===== src/rtl/wb_uart_tx.sv =====
// Wishbone-slave 8N1 UART transmitter with a TX FIFO, programmable baud divisor
// and a level interrupt raised when the FIFO has drained and the line is idle.
//
// state   | meaning
// --------+---------------------------------------------
// S_IDLE  | line high, baud counter cleared, waits for FIFO data
// S_START | start bit (tx=0) for one bit time
// S_DATA  | eight data bits, LSB first
// S_STOP  | stop bit (tx=1); chains straight into S_START if FIFO has data
module wb_uart_tx #(
    parameter int FIFO_DEPTH  = 16,
    parameter int DEFAULT_DIV = 868
) (
    input  logic        clk,
    input  logic        rst_n,
    input  logic        wb_cyc_i,
    input  logic        wb_stb_i,
    input  logic        wb_we_i,
    input  logic [3:0]  wb_adr_i,
    input  logic [3:0]  wb_sel_i,
    input  logic [31:0] wb_dat_i,
    output logic [31:0] wb_dat_o,
    output logic        wb_ack_o,
    output logic        tx,
    output logic        tx_irq
);

    localparam int AW = $clog2(FIFO_DEPTH);
    localparam int CW = AW + 1;

    typedef enum logic [1:0] {S_IDLE, S_START, S_DATA, S_STOP} state_t;

    state_t          state_q, state_d;
    logic            ack_q, ack_d;
    logic [31:0]     dat_q, dat_d;
    logic [15:0]     div_q, div_d;
    logic            irq_en_q, irq_en_d;
    logic            ovr_q, ovr_d;
    logic [7:0]      mem [FIFO_DEPTH];
    logic [AW-1:0]   wr_ptr_q, wr_ptr_d;
    logic [AW-1:0]   rd_ptr_q, rd_ptr_d;
    logic [CW-1:0]   cnt_q, cnt_d;
    logic [7:0]      shift_q, shift_d;
    logic [2:0]      bit_idx_q, bit_idx_d;
    logic [15:0]     baud_q, baud_d;
    logic [15:0]     div_lat_q, div_lat_d;

    logic            acc, wr_en, push, pop, empty, full, busy, bit_tick;
    logic [1:0]      reg_sel;
    logic [15:0]     div_eff;
    logic [31:0]     rd_data;
    logic            unused_bits;

    assign unused_bits = ^{wb_adr_i[1:0], wb_sel_i[3:2], wb_dat_i[31:16]};

    assign acc      = wb_cyc_i & wb_stb_i & ~ack_q;
    assign wr_en    = acc & wb_we_i;
    assign reg_sel  = wb_adr_i[3:2];
    assign empty    = (cnt_q == '0);
    assign full     = (cnt_q == CW'(FIFO_DEPTH));
    assign busy     = (state_q != S_IDLE);
    assign push     = wr_en & (reg_sel == 2'd0) & wb_sel_i[0] & ~full;
    assign div_eff  = (div_q == 16'd0) ? 16'd1 : div_q;
    // div_lat_q holds the divisor of the bit in flight; it only reloads at bit boundaries
    assign bit_tick = (baud_q == div_lat_q - 16'd1);

    assign wb_ack_o = ack_q;
    assign wb_dat_o = dat_q;
    assign tx_irq   = irq_en_q & empty & ~busy;

    always_comb begin
        rd_data = '0;
        case (reg_sel)
            2'd1:    rd_data = {27'b0, ovr_q, irq_en_q, busy, full, empty};
            2'd2:    rd_data = {16'b0, div_q};
            default: rd_data = '0;
        endcase
    end

    always_comb begin
        ack_d    = acc;
        dat_d    = (acc && !wb_we_i) ? rd_data : 32'd0;
        irq_en_d = irq_en_q;
        ovr_d    = ovr_q;
        div_d    = div_q;
        if (wr_en) begin
            case (reg_sel)
                2'd0: if (wb_sel_i[0] && full) ovr_d = 1'b1;
                2'd1: if (wb_sel_i[0]) begin
                    irq_en_d = wb_dat_i[3];
                    if (wb_dat_i[4]) ovr_d = 1'b0;
                end
                2'd2: begin
                    if (wb_sel_i[0]) div_d[7:0]  = wb_dat_i[7:0];
                    if (wb_sel_i[1]) div_d[15:8] = wb_dat_i[15:8];
                end
                default: ;
            endcase
        end
    end

    always_comb begin
        state_d   = state_q;
        shift_d   = shift_q;
        bit_idx_d = bit_idx_q;
        pop       = 1'b0;
        tx        = 1'b1;
        case (state_q)
            S_IDLE: begin
                if (!empty) begin
                    pop     = 1'b1;
                    shift_d = mem[rd_ptr_q];
                    state_d = S_START;
                end
            end
            S_START: begin
                tx = 1'b0;
                if (bit_tick) begin
                    bit_idx_d = 3'd0;
                    state_d   = S_DATA;
                end
            end
            S_DATA: begin
                tx = shift_q[0];
                if (bit_tick) begin
                    shift_d = {1'b0, shift_q[7:1]};
                    if (bit_idx_q == 3'd7) state_d = S_STOP;
                    else bit_idx_d = bit_idx_q + 3'd1;
                end
            end
            S_STOP: begin
                if (bit_tick) begin
                    if (!empty) begin
                        pop     = 1'b1;
                        shift_d = mem[rd_ptr_q];
                        state_d = S_START;
                    end else begin
                        state_d = S_IDLE;
                    end
                end
            end
            default: state_d = S_IDLE;
        endcase
    end

    always_comb begin
        wr_ptr_d = push ? wr_ptr_q + AW'(1) : wr_ptr_q;
        rd_ptr_d = pop  ? rd_ptr_q + AW'(1) : rd_ptr_q;
        cnt_d    = cnt_q;
        if (push && !pop)      cnt_d = cnt_q + CW'(1);
        else if (pop && !push) cnt_d = cnt_q - CW'(1);

        baud_d    = baud_q + 16'd1;
        div_lat_d = div_lat_q;
        if (!busy || bit_tick) begin
            baud_d    = 16'd0;
            div_lat_d = div_eff;
        end
    end

    always_ff @(posedge clk) begin
        if (push) mem[wr_ptr_q] <= wb_dat_i[7:0];
    end

    always_ff @(posedge clk or negedge rst_n) begin
        if (!rst_n) begin
            state_q   <= S_IDLE;
            ack_q     <= 1'b0;
            dat_q     <= '0;
            div_q     <= 16'(DEFAULT_DIV);
            irq_en_q  <= 1'b0;
            ovr_q     <= 1'b0;
            wr_ptr_q  <= '0;
            rd_ptr_q  <= '0;
            cnt_q     <= '0;
            shift_q   <= '0;
            bit_idx_q <= '0;
            baud_q    <= '0;
            div_lat_q <= 16'(DEFAULT_DIV);
        end else begin
            state_q   <= state_d;
            ack_q     <= ack_d;
            dat_q     <= dat_d;
            div_q     <= div_d;
            irq_en_q  <= irq_en_d;
            ovr_q     <= ovr_d;
            wr_ptr_q  <= wr_ptr_d;
            rd_ptr_q  <= rd_ptr_d;
            cnt_q     <= cnt_d;
            shift_q   <= shift_d;
            bit_idx_q <= bit_idx_d;
            baud_q    <= baud_d;
            div_lat_q <= div_lat_d;
        end
    end

endmodule


===== config.mk =====
export PLATFORM = sky130hd
export DESIGN_NAME = wb_uart_tx
export DESIGN_NICKNAME = d
export VERILOG_FILES = /design/src/rtl/wb_uart_tx.sv
export SDC_FILE = /design/constraint.sdc
export NUM_CORES = 1
export LEC_CHECK = 0
export ABC_CLOCK_PERIOD_IN_PS = 9400
export CAP_MARGIN = 20
export CORE_MARGIN = 4
export CORE_UTILIZATION = 55
export CTS_CLUSTER_DIAMETER = 50
export CTS_CLUSTER_SIZE = 28
export DETAILED_ROUTE_END_ITERATION = 6
export GPL_ROUTABILITY_DRIVEN = 1
export PLACE_DENSITY = 0.76
export SYNTH_ARGS = -nofsm -noshare
export SYNTH_HDL_FRONTEND = slang
export SYNTH_SLANG_ARGS = --single-unit

===== constraint.sdc =====
create_clock -name clk -period 9.4 [get_ports clk]
set_clock_uncertainty 0.05 [all_clocks]
set_input_delay 1.88 -clock clk [delete_from_list [all_inputs] [get_ports clk]]
set_output_delay 1.88 -clock clk [all_outputs]
set_load 0.01 [all_outputs]

After elaboration in Yosys (flattened, before gate mapping)
Memories as Yosys holds them, arrays and structs flattened.
Index checks and enable logic that the tools add are counted.

cells by class
  add/sub/neg operators = 7
  $mul = 0
  div/mod/pow operators = 0
  $lt $le $gt $ge = 0
  equal/unequal tests = 17
  shift operators = 0
  mux-type cells = 31
  bitwise operators = 11
  reductions and logical operators = 25

operator list
  operator                                                               number
  16-bit two-way mux                                                     2
  32-bit two-way mux                                                     1
  16-bit case mux with 2 select lines                                    1
  8-bit two-way mux                                                      3
  8-bit case mux with 3 select lines                                     1
  16-bit by 1-bit adder with 16-bit output (second input constant)       1
  16-bit == test                                                         1
  16-bit logical NOT                                                     1
  2-bit inequality test (second input constant)                          8
  16-bit by 1-bit subtractor with 16-bit output (second input constant)  1
  3-bit AND reduction                                                    4
  2-bit two-way mux                                                      5
  5-bit two-way mux                                                      2
  5-bit AND reduction                                                    2
  3-bit two-way mux                                                      3
  4-bit by 1-bit adder with 4-bit output (second input constant)         2
  1-bit bitwise AND                                                      8
  1-bit two-way mux                                                      8
  2-bit case mux with 4 select lines                                     1
  2-bit nonzero test                                                     4
  2-bit == test (second input constant)                                  3
  1-bit case mux with 2 select lines                                     3
  3-bit case mux with 2 select lines                                     1
  5-bit by 1-bit adder with 5-bit output (second input constant)         1
  14 further kinds                                                       24

storage, ports and cells
  register bits = 109
  bits in latches = 0
  RAM bits = 128
  bits in read-only memories = 0
  input port bits = 45
  output and inout bits = 35
  word-level logic and storage cells = 106
  memories kept = 1

memories
  name  words  bits a word  rd ports  clocked after memory_dff  write ports  line  source
  mem   16     8            1         0                         1            39    logic [7:0] mem [FIFO_DEPTH];

Depth between registers and ports, before layout
  depth after elaboration = 10
  gate-level depth with buffers = 18
  gate-level depth less buffers = 18

Worst setup path after synthesis
OpenSTA, ideal clock, no wires.

  kind = input to register
  start = in wb_cyc_i
  end = reg cnt_q[4]
  library setup time = 0.125 ns
  arrival time = 4.057 ns
  data required time = 9.225 ns
  setup slack = 5.167 ns
  stages = 13
  buffers on the path = 1
  path through = nand2_1 -> nor2_1 -> and3_1 -> and3_1 -> clkbuf_1 -> ha_1 -> inv_1 -> fa_1 -> a21o_1 -> a21oi_1 -> xnor2_1 -> nor2_1 -> xor2_1

on the way
  word-level cells in the longest chain between the ends = 9
  elaborated cells between the ends (all ways) = 11
  classes of those cells = mux (1); bitwise (6); reduce/logical (4)

RTL lines
  what                                line  source
  start, declared                     16    input logic wb_cyc_i,
  1-bit bitwise AND (*) (2 in a row)  56    assign acc = wb_cyc_i & wb_stb_i & ~ack_q;
  named net acc                       48    logic acc, wr_en, push, pop, empty, full, busy, bit_tick;
  1-bit bitwise AND (*)               57    assign wr_en = acc & wb_we_i;
  1-bit bitwise AND (*) (3 in a row)  62    assign push = wr_en & (reg_sel == 2'd0) & wb_sel_i[0] & ~full;
  named net push                      48
  1-bit logical NOT                   151   else if (pop && !push) cnt_d = cnt_q - CW'(1);
  1-bit logical AND                   151
  2-bit nonzero test (no line)        n/a
  end signal, assigned                189   cnt_q <= cnt_d;
  end, declared                       42    logic [CW-1:0] cnt_q, cnt_d;

The timed path passes the listed nets; every way through them passes the cells marked *.
A chain may end at the register's enable or synchronous reset.

Worst setup path in the final report
  start = reg cnt_q[0]
  end = out tx_irq

on the way
  word-level cells in the longest chain between the ends = 3

RTL lines
  what                            line  source
  5-bit logical NOT               59    assign empty = (cnt_q == '0);
  1-bit bitwise AND (2 in a row)  69    assign tx_irq = irq_en_q & empty & ~busy;
  end, declared                   25    output logic tx_irq

Every way passes these cells.

==> flow_metrics.py <==
metrics = {
    "yosys": {
        "ys_types": 59,
        "yosysTopAreaCellShare": 0.3947,
        "async_flop_share": 0.4208,
        "yosysTopAreaCell": "edfxtp_1",
        "yosys_warnings": 0,
        "synth_seq_area_share": 0.6349,
        "synth_seq_cells": 221,
        "syn_area_um2": 9739,
        "avgSynthCellArea_um2": 14.49,
        "synthCells": 672,
        "synth.top_cells.by_area": "edfxtp_1 (39%), dfrtp_1 (21%), mux4_2 (9.2%), mux2_2 (3.1%), nand2_1 (2.9%)",
        "synth_edf_count": 128,
        "yosys_most_used_dff": "edfxtp_1",
    },
    "finish": {
        "post-route-util": 0.6422,
        "fillCellCount": 1181,
        "design_area_um2": 11110,
        "syn_to_final_growth_pct": 14.05,
        "n_antenna_cell": 0,
        "final_nets": 788,
        "final_cell_mix": "edfxtp_1 (128), dfrtp_1 (82), nand2_1 (76), clkdlybuf4s50_1 (42), mux4_2 (40)",
        "final_cells": 962,
        "drive_gt1_frac": 0.1777,
        "final_common_cell": "edfxtp_1",
    },
    "cts": {
        "post_cts_buffers": 0,
        "clk_path_buf_depth": 3,
        "cts_made_buffers": 22,
        "cts_max_level": 1,
        "clockRootBuffer": "clkbuf_16",
        "cts_tree": "built",
        "clock_latency_ns": 0.52,
        "clk_pin_slew_worst_paths_ns": 0.07,
        "cts_sinks": 221,
        "post_cts_resized": 0,
        "holdBufCountCts": 0,
    },
    "critical_path": {
        "cp_cell_sequence": "nor4_1, nor2b_1, and3_1, clkdlybuf4s50_1",
        "cp_data_arrival_time_ns": 3.22,
        "startpoint": "cnt_q[0]",
        "worstReg2RegEnd": "cnt_q[4]",
        "worst-setup-path-type": "reg2out",
        "crit_fanout": 9,
        "start_kind": "register",
        "reg2reg_depth": 16,
        "ff2ff_setup_slack_ns": 4.59,
        "r2r-start": "div_lat_q[3]",
        "crit_required_ns": 7.47,
        "crit_slowest_cell": "nor2b_1",
        "cpPeakStageDelay_ns": 0.77,
        "critPathCaptureType": "primary output",
    },
    "status": {
        "outcome": "complete, no violations",
    },
    "grt": {
        "grt_pass1_wl_mm": 31.08,
        "grt_use_total": 0.1965,
        "grt_overflow": 0,
        "grt_max_degree": 86,
        "grt_pass1_vias": 5653,
        "antenna_found_initial": 0,
    },
    "power": {
        "ir_drop_uv": 239.0,
        "fin_total_pwr_mw": 3.118,
        "leakagePower_nw": 4.297,
        "powerDensity_nw_per_um2": 280.7,
    },
    "timing": {
        "final_hold_viol_count": 0,
        "setup_violations": 0,
        "fin_tns_setup_ns": 0,
        "fin_crit_ns": 5.155,
        "whs_ns": 0.4184,
        "fmax_ghz": 0.1940,
        "tightest_slew_ns": 0.9781,
        "drv_slew": 0,
        "rsz0062_at_grt": "false",
        "fin_ws_ns": 4.245,
        "timing.final.crit_share": 0.5484,
        "maxSlewHeadroom": 0.3455,
    },
    "place": {
        "dp_cells": 921,
        "pre_cts_slack_ns": 4.434,
        "dpl_cell_area_um2": 10340,
        "place.port_buffers": 43,
        "hpwlAfterDp_mm": 12.51,
        "gp_congestion": 0.8403,
    },
    "die": {
        "die_w_um": 141.1,
        "die_y_um": 141.1,
        "start_util": 0.5631,
        "rows": 48,
        "core_area_um2": 17300,
        "pin_count": 80,
        "die-area_um2": 19900,
    },
    "worst_hold_path": {
        "hold_class": "reg2reg",
        "holdPathStages": 1,
        "hp-start": "wb_ack_o",
        "min_to": "wb_ack_o",
    },
    "route": {
        "dr.pass1.iters": 7,
        "vias": 5479,
        "drtIter0Drc": 431,
        "wl_per_cell_um": 19.38,
        "ant_nets": 0,
        "routed_via_density": 5.695,
        "routed_wl_mm": 18.65,
        "drc": 0,
    },
    "flow_run": {
        "maxCapViolations": 0,
    },
}
## Yosys cell counts (2+ instances only)
library cell	instances
o21ai_0	12
nand2_1	76
a22oi_1	4
xnor2_1	22
a41oi_1	2
mux2_2	27
nor4b_1	2
clkbuf_1	17
a31oi_1	2
inv_1	25
nor3b_1	2
nand3b_1	2
a21oi_1	6
nor2_1	38
nor4_1	7
nand4_1	3
o211a_1	2
or3_1	3
mux4_2	40
nor2b_1	4
a21o_1	2
edfxtp_1	128
dfstp_2	10
and4_1	2
nand3_1	14
a311oi_1	2
ha_1	21
nand2b_1	2
and3_1	8
buf_4	16
dfrtp_1	83
buf_1	5
mux2i_1	5
xor2_1	21
buf_2	3
and2_1	21
o22ai_1	3
a211oi_1	2
nor3_1	8
## critical path: cells and delay by family, from the launching register on
family | cells | cell delay, ns
DFF | 1 | 0.44
and+or+nand+nor | 3 | 1.70
buffers and inverters | 1 | 0.56
## registers in the layout (all words and copies together) (netlist names)
name and flops:
div_q 16, rd_ptr_q 4, bit_idx_q 3, ovr_q 1
shift_q 8, mem 128, wr_ptr_q 4, irq_en_q 1
cnt_q 5, wb_ack_o 1, state_q 2, wb_dat_o 16
div_lat_q 16, baud_q 16
## per-layer routing
layer  track usage  vias up  part of all wire
met3       0.02951       26             0.046
met5             0        -                 0
met1        0.2734     2792              0.42
met2        0.3303      135              0.52
met4       0.04793        0             0.019
li1              -     2526                 -
## where the power goes
group,leakage (nW),switching (mW),internal (mW)
clock network,0.355,0.409,0.457
logic,1.61,0.500,0.475
registers,2.33,0.130,1.15
## how the worst max path moves through the flow
stage                     cells past startpoint       end  slack [ns]
after detailed placement                     13  cnt_q[4]        4.43
after floorplan                              13  cnt_q[4]        5.17
after global placement                       13  cnt_q[4]        4.52
after global routing                         16  cnt_q[4]        4.05
final                                         4    tx_irq        4.25
after CTS                                     4    tx_irq        4.24
## area by class of cell
type	count	area (um2)	share of cell area
Sequential cell	221	6185	0.5568
Multi-Input combinational cell	400	3301	0.2971
Clock buffer	23	554.3	0.04990
Timing Repair Buffer	51	508.0	0.04573
Tap cell	225	281.5	0.02534
Clock inverter	17	185.2	0.01667
Inverter	25	93.84	0.008448
## cells by family (layout without fill, tap and decap cells)
family          after synthesis  count (layout)  share of synthesized area
compound gates               48              48                    0.03546
xor+xnor                     43              43                    0.03867
fa+ha+maj                    22              22                    0.02903
buf+inv                      66             116                    0.03199
flops                       221             221                     0.6349
mux                          72              72                     0.1289
other cells                   1              16                  0.0003850
simple gates                199             199                     0.1007
Power figures use the tool's default switching activity.
